[config.mk]
export PLATFORM = sky130hd
export DESIGN_NAME = dcache_wb_flat
export DESIGN_NICKNAME = d
export VERILOG_FILES = /design/src/rtl/dcache_wb_if.sv /design/src/rtl/dcache_wb.sv /design/src/flat_wrapper.sv
export SDC_FILE = /design/constraint.sdc
export NUM_CORES = 1
export LEC_CHECK = 0
export ABC_AREA = 0
export BUFFER_PORTS_ARGS = -buffer_cell sky130_fd_sc_hd__buf_2
export CORE_UTILIZATION = 47
export DETAILED_ROUTE_END_ITERATION = 12
export MAX_ROUTING_LAYER = met4
export PLACE_DENSITY = 0.65
export SETUP_SLACK_MARGIN = 0.5
export SKIP_LAST_GASP = 1
export SYNTH_ARGS = -nofsm -noshare
export SYNTH_HDL_FRONTEND = slang
export SYNTH_SLANG_ARGS = --single-unit
[constraint.sdc]
create_clock -name clk -period 3.5 [get_ports clk]
set_input_delay 0 -clock clk [delete_from_list [all_inputs] [get_ports clk]]
set_output_delay 0 -clock clk [all_outputs]
set_load 0.03 [all_outputs]
[src/rtl/dcache_wb_if.sv]
`default_nettype none
// ============================================================================
// Module   : dcache_wb_if
// Purpose  : CPU load/store port and serial memory bus bundle for dcache_wb.
// Revision : 1.0
// ============================================================================
interface dcache_wb_if #(
   parameter int RV          = 16,
   parameter int PA          = 22,
   parameter int LINE_LENGTH = 4,
   parameter int BUS_W       = 4
);
   localparam int MA_W = PA - $clog2(LINE_LENGTH);

   logic             req;
   logic [PA-1:0]    paddr;
   logic             write;
   logic             is_byte;
   logic [RV-1:0]    wdata;
   logic             ready;
   logic [RV-1:0]    rdata;

   logic             mem_req;
   logic             mem_write;
   logic [MA_W-1:0]  mem_addr;
   logic [BUS_W-1:0] mem_wdata;
   logic [BUS_W-1:0] mem_rdata;
   logic             mem_strobe;

   modport slave (
      input  req, paddr, write, is_byte, wdata, mem_rdata, mem_strobe,
      output ready, rdata, mem_req, mem_write, mem_addr, mem_wdata
   );

   modport master (
      output req, paddr, write, is_byte, wdata, mem_rdata, mem_strobe,
      input  ready, rdata, mem_req, mem_write, mem_addr, mem_wdata
   );
endinterface
`default_nettype wire

[src/rtl/dcache_wb.sv]
`default_nettype none
// ============================================================================
// Module   : dcache_wb
// Purpose  : Direct-mapped write-back/write-allocate data cache with a narrow
//            serial line-fill bus. Optional flush engine: CACHE_FLUSH_EN.
// Revision : 1.0
// ============================================================================
module dcache_wb #(
   parameter int RV          = 16,
   parameter int PA          = 22,
   parameter int LINE_LENGTH = 4,
   parameter int NLINES      = 4,
   parameter int BUS_W       = 4
) (
   input  logic       clk,
   input  logic       reset,
`ifdef CACHE_FLUSH_EN
   input  logic       flush,
   output logic       flush_busy,
`endif
   dcache_wb_if.slave bus
);
   localparam int OFF_W  = $clog2(LINE_LENGTH);
   localparam int IDX_W  = $clog2(NLINES);
   localparam int TAG_W  = PA - OFF_W - IDX_W;
   localparam int LINE_W = LINE_LENGTH * 8;
   localparam int BEATS  = LINE_W / BUS_W;
   localparam int BEAT_W = $clog2(BEATS);
   localparam int BSEL_W = $clog2(LINE_W);
   localparam int BUS_SH = $clog2(BUS_W);

   typedef enum logic [2:0] {
      S_IDLE  = 3'd0,
      S_WB    = 3'd1,
      S_FILL  = 3'd2,
      S_DONE  = 3'd3
`ifdef CACHE_FLUSH_EN
      , S_FLUSH = 3'd4
`endif
   } state_t;

   logic [LINE_W-1:0] data_q [NLINES];
   logic [TAG_W-1:0]  tag_q  [NLINES];
   logic [NLINES-1:0] valid_q, valid_d;
   logic [NLINES-1:0] dirty_q, dirty_d;
   state_t            state_q, state_d;
   logic [BEAT_W-1:0] beat_q, beat_d;

   logic [OFF_W-1:0]  off, off_w;
   logic [IDX_W-1:0]  idx, vidx;
   logic [TAG_W-1:0]  tag;
   logic [BSEL_W-1:0] bb_off, bw_off, beat_bit;
   logic              hit;
   logic [LINE_W-1:0] line_wr;
   logic              store_we, fill_we, tag_we;
   logic              mem_req, mem_write;
   logic [PA-OFF_W-1:0] mem_addr;
   logic              ready;

`ifdef CACHE_FLUSH_EN
   logic              flushing_q, flushing_d;
   logic [IDX_W-1:0]  scan_q, scan_d;
   logic              scan_next;
`endif

   assign off    = bus.paddr[OFF_W-1:0];
   assign idx    = bus.paddr[OFF_W +: IDX_W];
   assign tag    = bus.paddr[PA-1 -: TAG_W];
   // RV-wide accesses drop the sub-word address bits
   assign off_w  = off & ~OFF_W'(RV/8 - 1);
   assign bb_off = {off, 3'b000};
   assign bw_off = {off_w, 3'b000};
   assign beat_bit = {beat_q, {BUS_SH{1'b0}}};
   assign hit    = valid_q[idx] && (tag_q[idx] == tag);

`ifdef CACHE_FLUSH_EN
   assign vidx       = flushing_q ? scan_q : idx;
   assign flush_busy = flushing_q;
`else
   assign vidx       = idx;
`endif

   always_comb begin
      ready = !reset && bus.req && (state_q == S_IDLE) && hit;
`ifdef CACHE_FLUSH_EN
      ready = ready && !flush;
`endif
   end

   assign bus.ready     = ready;
   assign bus.rdata     = bus.is_byte ? {{(RV-8){1'b0}}, data_q[idx][bb_off +: 8]}
                                      : data_q[idx][bw_off +: RV];
   assign bus.mem_req   = mem_req;
   assign bus.mem_write = mem_write;
   assign bus.mem_addr  = mem_addr;
   assign bus.mem_wdata = data_q[vidx][beat_bit +: BUS_W];

   always_comb begin
      line_wr = data_q[idx];
      if (bus.is_byte) line_wr[bb_off +: 8]  = bus.wdata[7:0];
      else             line_wr[bw_off +: RV] = bus.wdata;
   end

   always_comb begin
      state_d   = state_q;
      beat_d    = beat_q;
      valid_d   = valid_q;
      dirty_d   = dirty_q;
      store_we  = 1'b0;
      fill_we   = 1'b0;
      tag_we    = 1'b0;
      mem_req   = 1'b0;
      mem_write = 1'b0;
      mem_addr  = {tag, idx};
`ifdef CACHE_FLUSH_EN
      flushing_d = flushing_q;
      scan_d     = scan_q;
      scan_next  = 1'b0;
`endif
      case (state_q)
         S_IDLE: begin
`ifdef CACHE_FLUSH_EN
            if (flush) begin
               state_d    = S_FLUSH;
               flushing_d = 1'b1;
               scan_d     = '0;
            end else
`endif
            if (bus.req) begin
               if (hit) begin
                  if (bus.write) begin
                     store_we     = 1'b1;
                     dirty_d[idx] = 1'b1;
                  end
               end else if (valid_q[idx] && dirty_q[idx]) begin
                  state_d = S_WB;
               end else begin
                  state_d      = S_FILL;
                  valid_d[idx] = 1'b0;
               end
            end
         end
         S_WB: begin
            mem_req   = 1'b1;
            mem_write = 1'b1;
            mem_addr  = {tag_q[vidx], vidx};
            if (bus.mem_strobe) begin
               if (beat_q == BEAT_W'(BEATS - 1)) begin
                  beat_d = '0;
`ifdef CACHE_FLUSH_EN
                  if (flushing_q) begin
                     dirty_d[scan_q] = 1'b0;
                     scan_next       = 1'b1;
                  end else
`endif
                  begin
                     state_d      = S_FILL;
                     valid_d[idx] = 1'b0;
                  end
               end else begin
                  beat_d = beat_q + 1'b1;
               end
            end
         end
         S_FILL: begin
            mem_req = 1'b1;
            if (bus.mem_strobe) begin
               fill_we = 1'b1;
               if (beat_q == BEAT_W'(BEATS - 1)) begin
                  beat_d       = '0;
                  tag_we       = 1'b1;
                  valid_d[idx] = 1'b1;
                  dirty_d[idx] = 1'b0;
                  state_d      = S_DONE;
               end else begin
                  beat_d = beat_q + 1'b1;
               end
            end
         end
         S_DONE: state_d = S_IDLE;
`ifdef CACHE_FLUSH_EN
         S_FLUSH: begin
            if (valid_q[scan_q] && dirty_q[scan_q]) state_d = S_WB;
            else                                    scan_next = 1'b1;
         end
`endif
         default: state_d = S_IDLE;
      endcase
`ifdef CACHE_FLUSH_EN
      // Line visited: move to the next one or leave the scan
      if (scan_next) begin
         if (scan_q == IDX_W'(NLINES - 1)) begin
            state_d    = S_IDLE;
            flushing_d = 1'b0;
         end else begin
            scan_d  = scan_q + 1'b1;
            state_d = S_FLUSH;
         end
      end
`endif
   end

   always_ff @(posedge clk) begin
      if (reset) begin
         state_q <= S_IDLE;
         beat_q  <= '0;
         valid_q <= '0;
         dirty_q <= '0;
`ifdef CACHE_FLUSH_EN
         flushing_q <= 1'b0;
         scan_q     <= '0;
`endif
      end else begin
         state_q <= state_d;
         beat_q  <= beat_d;
         valid_q <= valid_d;
         dirty_q <= dirty_d;
`ifdef CACHE_FLUSH_EN
         flushing_q <= flushing_d;
         scan_q     <= scan_d;
`endif
      end
   end

   // Line data and tags carry no reset; validity is tracked by valid_q
   always_ff @(posedge clk) begin
      if (!reset) begin
         if (store_we) data_q[idx] <= line_wr;
         if (fill_we)  data_q[idx][beat_bit +: BUS_W] <= bus.mem_rdata;
         if (tag_we)   tag_q[idx] <= tag;
      end
   end
endmodule
`default_nettype wire

[src/flat_wrapper.sv]
// flat-port wrapper written by rule: the top's interface ports become plain ports
module dcache_wb_flat 
#(
   parameter int RV          = 16,
   parameter int PA          = 22,
   parameter int LINE_LENGTH = 4,
   parameter int NLINES      = 4,
   parameter int BUS_W       = 4
)
  (clk, reset, bus_req, bus_paddr, bus_write, bus_is_byte, bus_wdata, bus_mem_rdata, bus_mem_strobe, bus_ready, bus_rdata, bus_mem_req, bus_mem_write, bus_mem_addr, bus_mem_wdata);
  dcache_wb_if #(.RV(RV), .PA(PA), .LINE_LENGTH(LINE_LENGTH), .BUS_W(BUS_W)) bus_i ();
  input  logic clk;
  input  logic reset;
  input wire logic [$bits(bus_i.req)-1:0] bus_req;
  input wire logic [$bits(bus_i.paddr)-1:0] bus_paddr;
  input wire logic [$bits(bus_i.write)-1:0] bus_write;
  input wire logic [$bits(bus_i.is_byte)-1:0] bus_is_byte;
  input wire logic [$bits(bus_i.wdata)-1:0] bus_wdata;
  input wire logic [$bits(bus_i.mem_rdata)-1:0] bus_mem_rdata;
  input wire logic [$bits(bus_i.mem_strobe)-1:0] bus_mem_strobe;
  output wire logic [$bits(bus_i.ready)-1:0] bus_ready;
  output wire logic [$bits(bus_i.rdata)-1:0] bus_rdata;
  output wire logic [$bits(bus_i.mem_req)-1:0] bus_mem_req;
  output wire logic [$bits(bus_i.mem_write)-1:0] bus_mem_write;
  output wire logic [$bits(bus_i.mem_addr)-1:0] bus_mem_addr;
  output wire logic [$bits(bus_i.mem_wdata)-1:0] bus_mem_wdata;
  assign bus_i.req = bus_req;
  assign bus_i.paddr = bus_paddr;
  assign bus_i.write = bus_write;
  assign bus_i.is_byte = bus_is_byte;
  assign bus_i.wdata = bus_wdata;
  assign bus_i.mem_rdata = bus_mem_rdata;
  assign bus_i.mem_strobe = bus_mem_strobe;
  assign bus_ready = bus_i.ready;
  assign bus_rdata = bus_i.rdata;
  assign bus_mem_req = bus_i.mem_req;
  assign bus_mem_write = bus_i.mem_write;
  assign bus_mem_addr = bus_i.mem_addr;
  assign bus_mem_wdata = bus_i.mem_wdata;
  dcache_wb #(.RV(RV), .PA(PA), .LINE_LENGTH(LINE_LENGTH), .NLINES(NLINES), .BUS_W(BUS_W)) u_core (.clk(clk), .reset(reset), .bus(bus_i));
endmodule
==> flow_metrics.tcl <==
set metrics [dict create \
    grt_pass1_vias 7431 \
    core_um2 23400 \
    die_w_um 156 \
    grt_setup_unrepaired "yes" \
    ir_drop_uv 453 \
    drv_cap 0 \
    crit_fanout 2 \
    io_pins 91 \
    synth_largest_area_cell "edfxtp_1" \
    clock-sinks 213 \
    vias 7726 \
    cts.path.max_buffers 3 \
    io_buffers 90 \
    design.die.area_um2 24400 \
    most-common-layout-cells "200 x edfxtp_1, 115 x nand2_1, 88 x buf_2, 69 x a21oi_1, 63 x o21ai_0" \
    utilization 0.561 \
    row_count 56 \
    slew_headroom 0.362 \
    syn-instance-count 898 \
    final_layout_size_suffix_gt1_frac 0.283 \
    cp.required_ns 3.50 \
    tightestPinTransition_ns 0.955 \
    crit_type "flip-flop to primary output" \
    grtUsageTotal 0.238 \
    die_y_um 156 \
    endpoint_kind "primary output" \
    synth_area_leaders "edfxtp_1 54%, mux4_2 11%, nand2_1 3.9%" \
    power_density_nw_per_um2 484 \
    routed_via_density 5.71 \
    slowest_stage "or4b_4" \
    cts_tree "yes" \
    fin_area_um2 13100 \
    start_util 0.477 \
    grt-ovfl-total 0 \
    hold_path_class "primary input to flip-flop" \
    yosysWarnings 0 \
    min_period_over_period 0.850 \
    fmax_ghz 0.336 \
    cts_buffers 23 \
    worst_slack_ns 0.527 \
    clk_latency_ns 0.52 \
    fin_nets 1081 \
    status "finished clean" \
    syn_area_per_cell_um2 12.4 \
    wl_per_cell_um 20.5 \
    hpwlAfterDp_um 19400 \
    finalSetupViolCount 0 \
    grt_pass1_wl_um 42900 \
    antenna_found_initial 0 \
    cts_htree_levels 1 \
    ys_seq_elements 213 \
    drtIter0Drc 686 \
    dominantRegCellSynth "edfxtp_1" \
    finalMaxSlewViolations 0 \
    gp_congestion 0.896 \
    arrival_ns 2.97 \
    synth_edf_count 200 \
    hold_violations 0 \
    crit_path_max_incr_delay_ns 0.62 \
    ys_seq_area_frac 0.561 \
    drc 0 \
    p_total_mw 6.36 \
    drt_first_pass_iters 5 \
    syn-num-nets 961 \
    ys_async_sr_fraction 0 \
    fin_worst_skew_ns 0.0164 \
    wirelength_um 27700 \
    cts-root-buf "clkbuf_16" \
    syn-cell-area_um2 11200 \
    synth_cell_type_count 53 \
    drtAntennaViolNets 0 \
    fin_tns_setup_ns 0 \
    grt_max_degree 44 \
    cts.reportedPaths.clkPinSlew_ns 0.06 \
    start_kind "flip-flop" \
    pre_cts_ws_ns 0.408 \
    post_dp_cell_area_um2 12000 \
    p_leak_nw 4.62 \
    yosysTopAreaCellShare 0.538 \
    diodes 0 \
    fill_cells 1982 \
    final_common_cell "edfxtp_1" \
    period_minus_slack_ns 2.97 \
    crit_chain "mux4_1, xnor2_1, and4b_1, o21ai_0, or4b_4, nor3b_2, buf_4" \
    area_delta_synth_final_pct 17.7 \
]
[final cells by class]
class                           instances  area (µm²)  share of cell area
Sequential cell                       213        6270               0.477
Multi-Input combinational cell        593        4660               0.355
Timing Repair Buffer                  145         937              0.0714
Clock buffer                           32         629              0.0479
Tap cell                              319         399              0.0304
Inverter                               42         158              0.0120
Clock inverter                          9        83.8             0.00638
[cell usage after synthesis, drive strengths merged, types with 2 or more instances]
master / count
edfxtp: 200
nand2: 119
nor2: 76
a21oi: 69
o21ai: 64
mux4: 62
inv: 41
mux2i: 30
clkbuf: 27
nand3: 25
buf: 23
mux2: 18
ha: 15
nand2b: 14
xnor2: 14
dfxtp: 13
nor2b: 13
nor3: 13
nand4: 10
nor4: 8
xor2: 6
nor3b: 5
a211oi: 4
nor4b: 3
o211ai: 3
or3: 3
a22o: 2
a31o: 2
and4b: 2
o31ai: 2
[report_power, final]
| part | total [mW] | internal [mW] | switching [mW] |
|---|---|---|---|
| registers | 2.86 | 2.83 | 0.0244 |
| clock network | 2.29 | 1.34 | 0.955 |
| logic | 1.21 | 0.433 | 0.782 |
| total | 6.36 | 4.60 | 1.76 |
[metal layers]
metal,vias to the layer above,track usage,share of wire,routed length (µm)
met1,3774,0.327,0.44,12300
met3,47,0.0308,0.059,1650
met4,0,0.0584,0.020,544
met2,292,0.377,0.48,13200
met5,-,-,0,0
li1,3613,-,-,-
[timing repair]
| action | in CTS | in global routing |
|---|---|---|
| pin swaps | 1 | 11 |
| buffers inserted | 3 | 2 |
| hold endpoints to repair | 75 | 0 |
| setup endpoints to repair | 1 | 146 |
| resized for setup | 4 | 47 |
| hold buffers | 21 | 0 |
[registers in the layout (all words and copies together), names as in the netlist, named ones only]
signal	flops
u_core.data_q	128
u_core.tag_q	72
u_core.beat_q	3
u_core.state_q	2
[path summary, 6_finish.rpt]
check | cells past startpoint | end | startpoint | slack, ns
min | 4 | u_core.state_q[1] | bus_req | 0.05
min reg2reg | 2 | flip-flop | flip-flop | 0.48
max reg2reg | 8 | u_core.state_q[1] | u_core.tag_q[2][13] | 0.66
max | 7 | bus_ready | u_core.tag_q[1][4] | 0.53
[kinds of logic after synthesis]
logic type,count (synthesis),share of synthesized area
flip-flops,213,0.561
adder cells (fa/ha/maj),15,0.0168
XOR/XNOR,20,0.0157
buffers and inverters,92,0.0334
multiplexers,110,0.172
AND/OR/NAND/NOR,298,0.129
AO/OA/AOI/OAI,150,0.0717
[through the flow]
step,hold WS [ns],std cells
6_report,0.0463,1353
5_1_grt,0.0695,1353
4_1_cts,0.0246,1351
3_5_place_dp,0.263,1286
2_1_floorplan,0.0989,898
3_3_place_gp,0.257,1286
[critical path, delay by kind of cell (launching register included)]
family          cells  cell delay [ns]
flops               1             0.35
buf+inv             1             0.18
mux                 1             0.54
simple gates        3             1.04
compound gates      1             0.15
xor+xnor            1             0.19
Power figures use the tool's default switching activity.
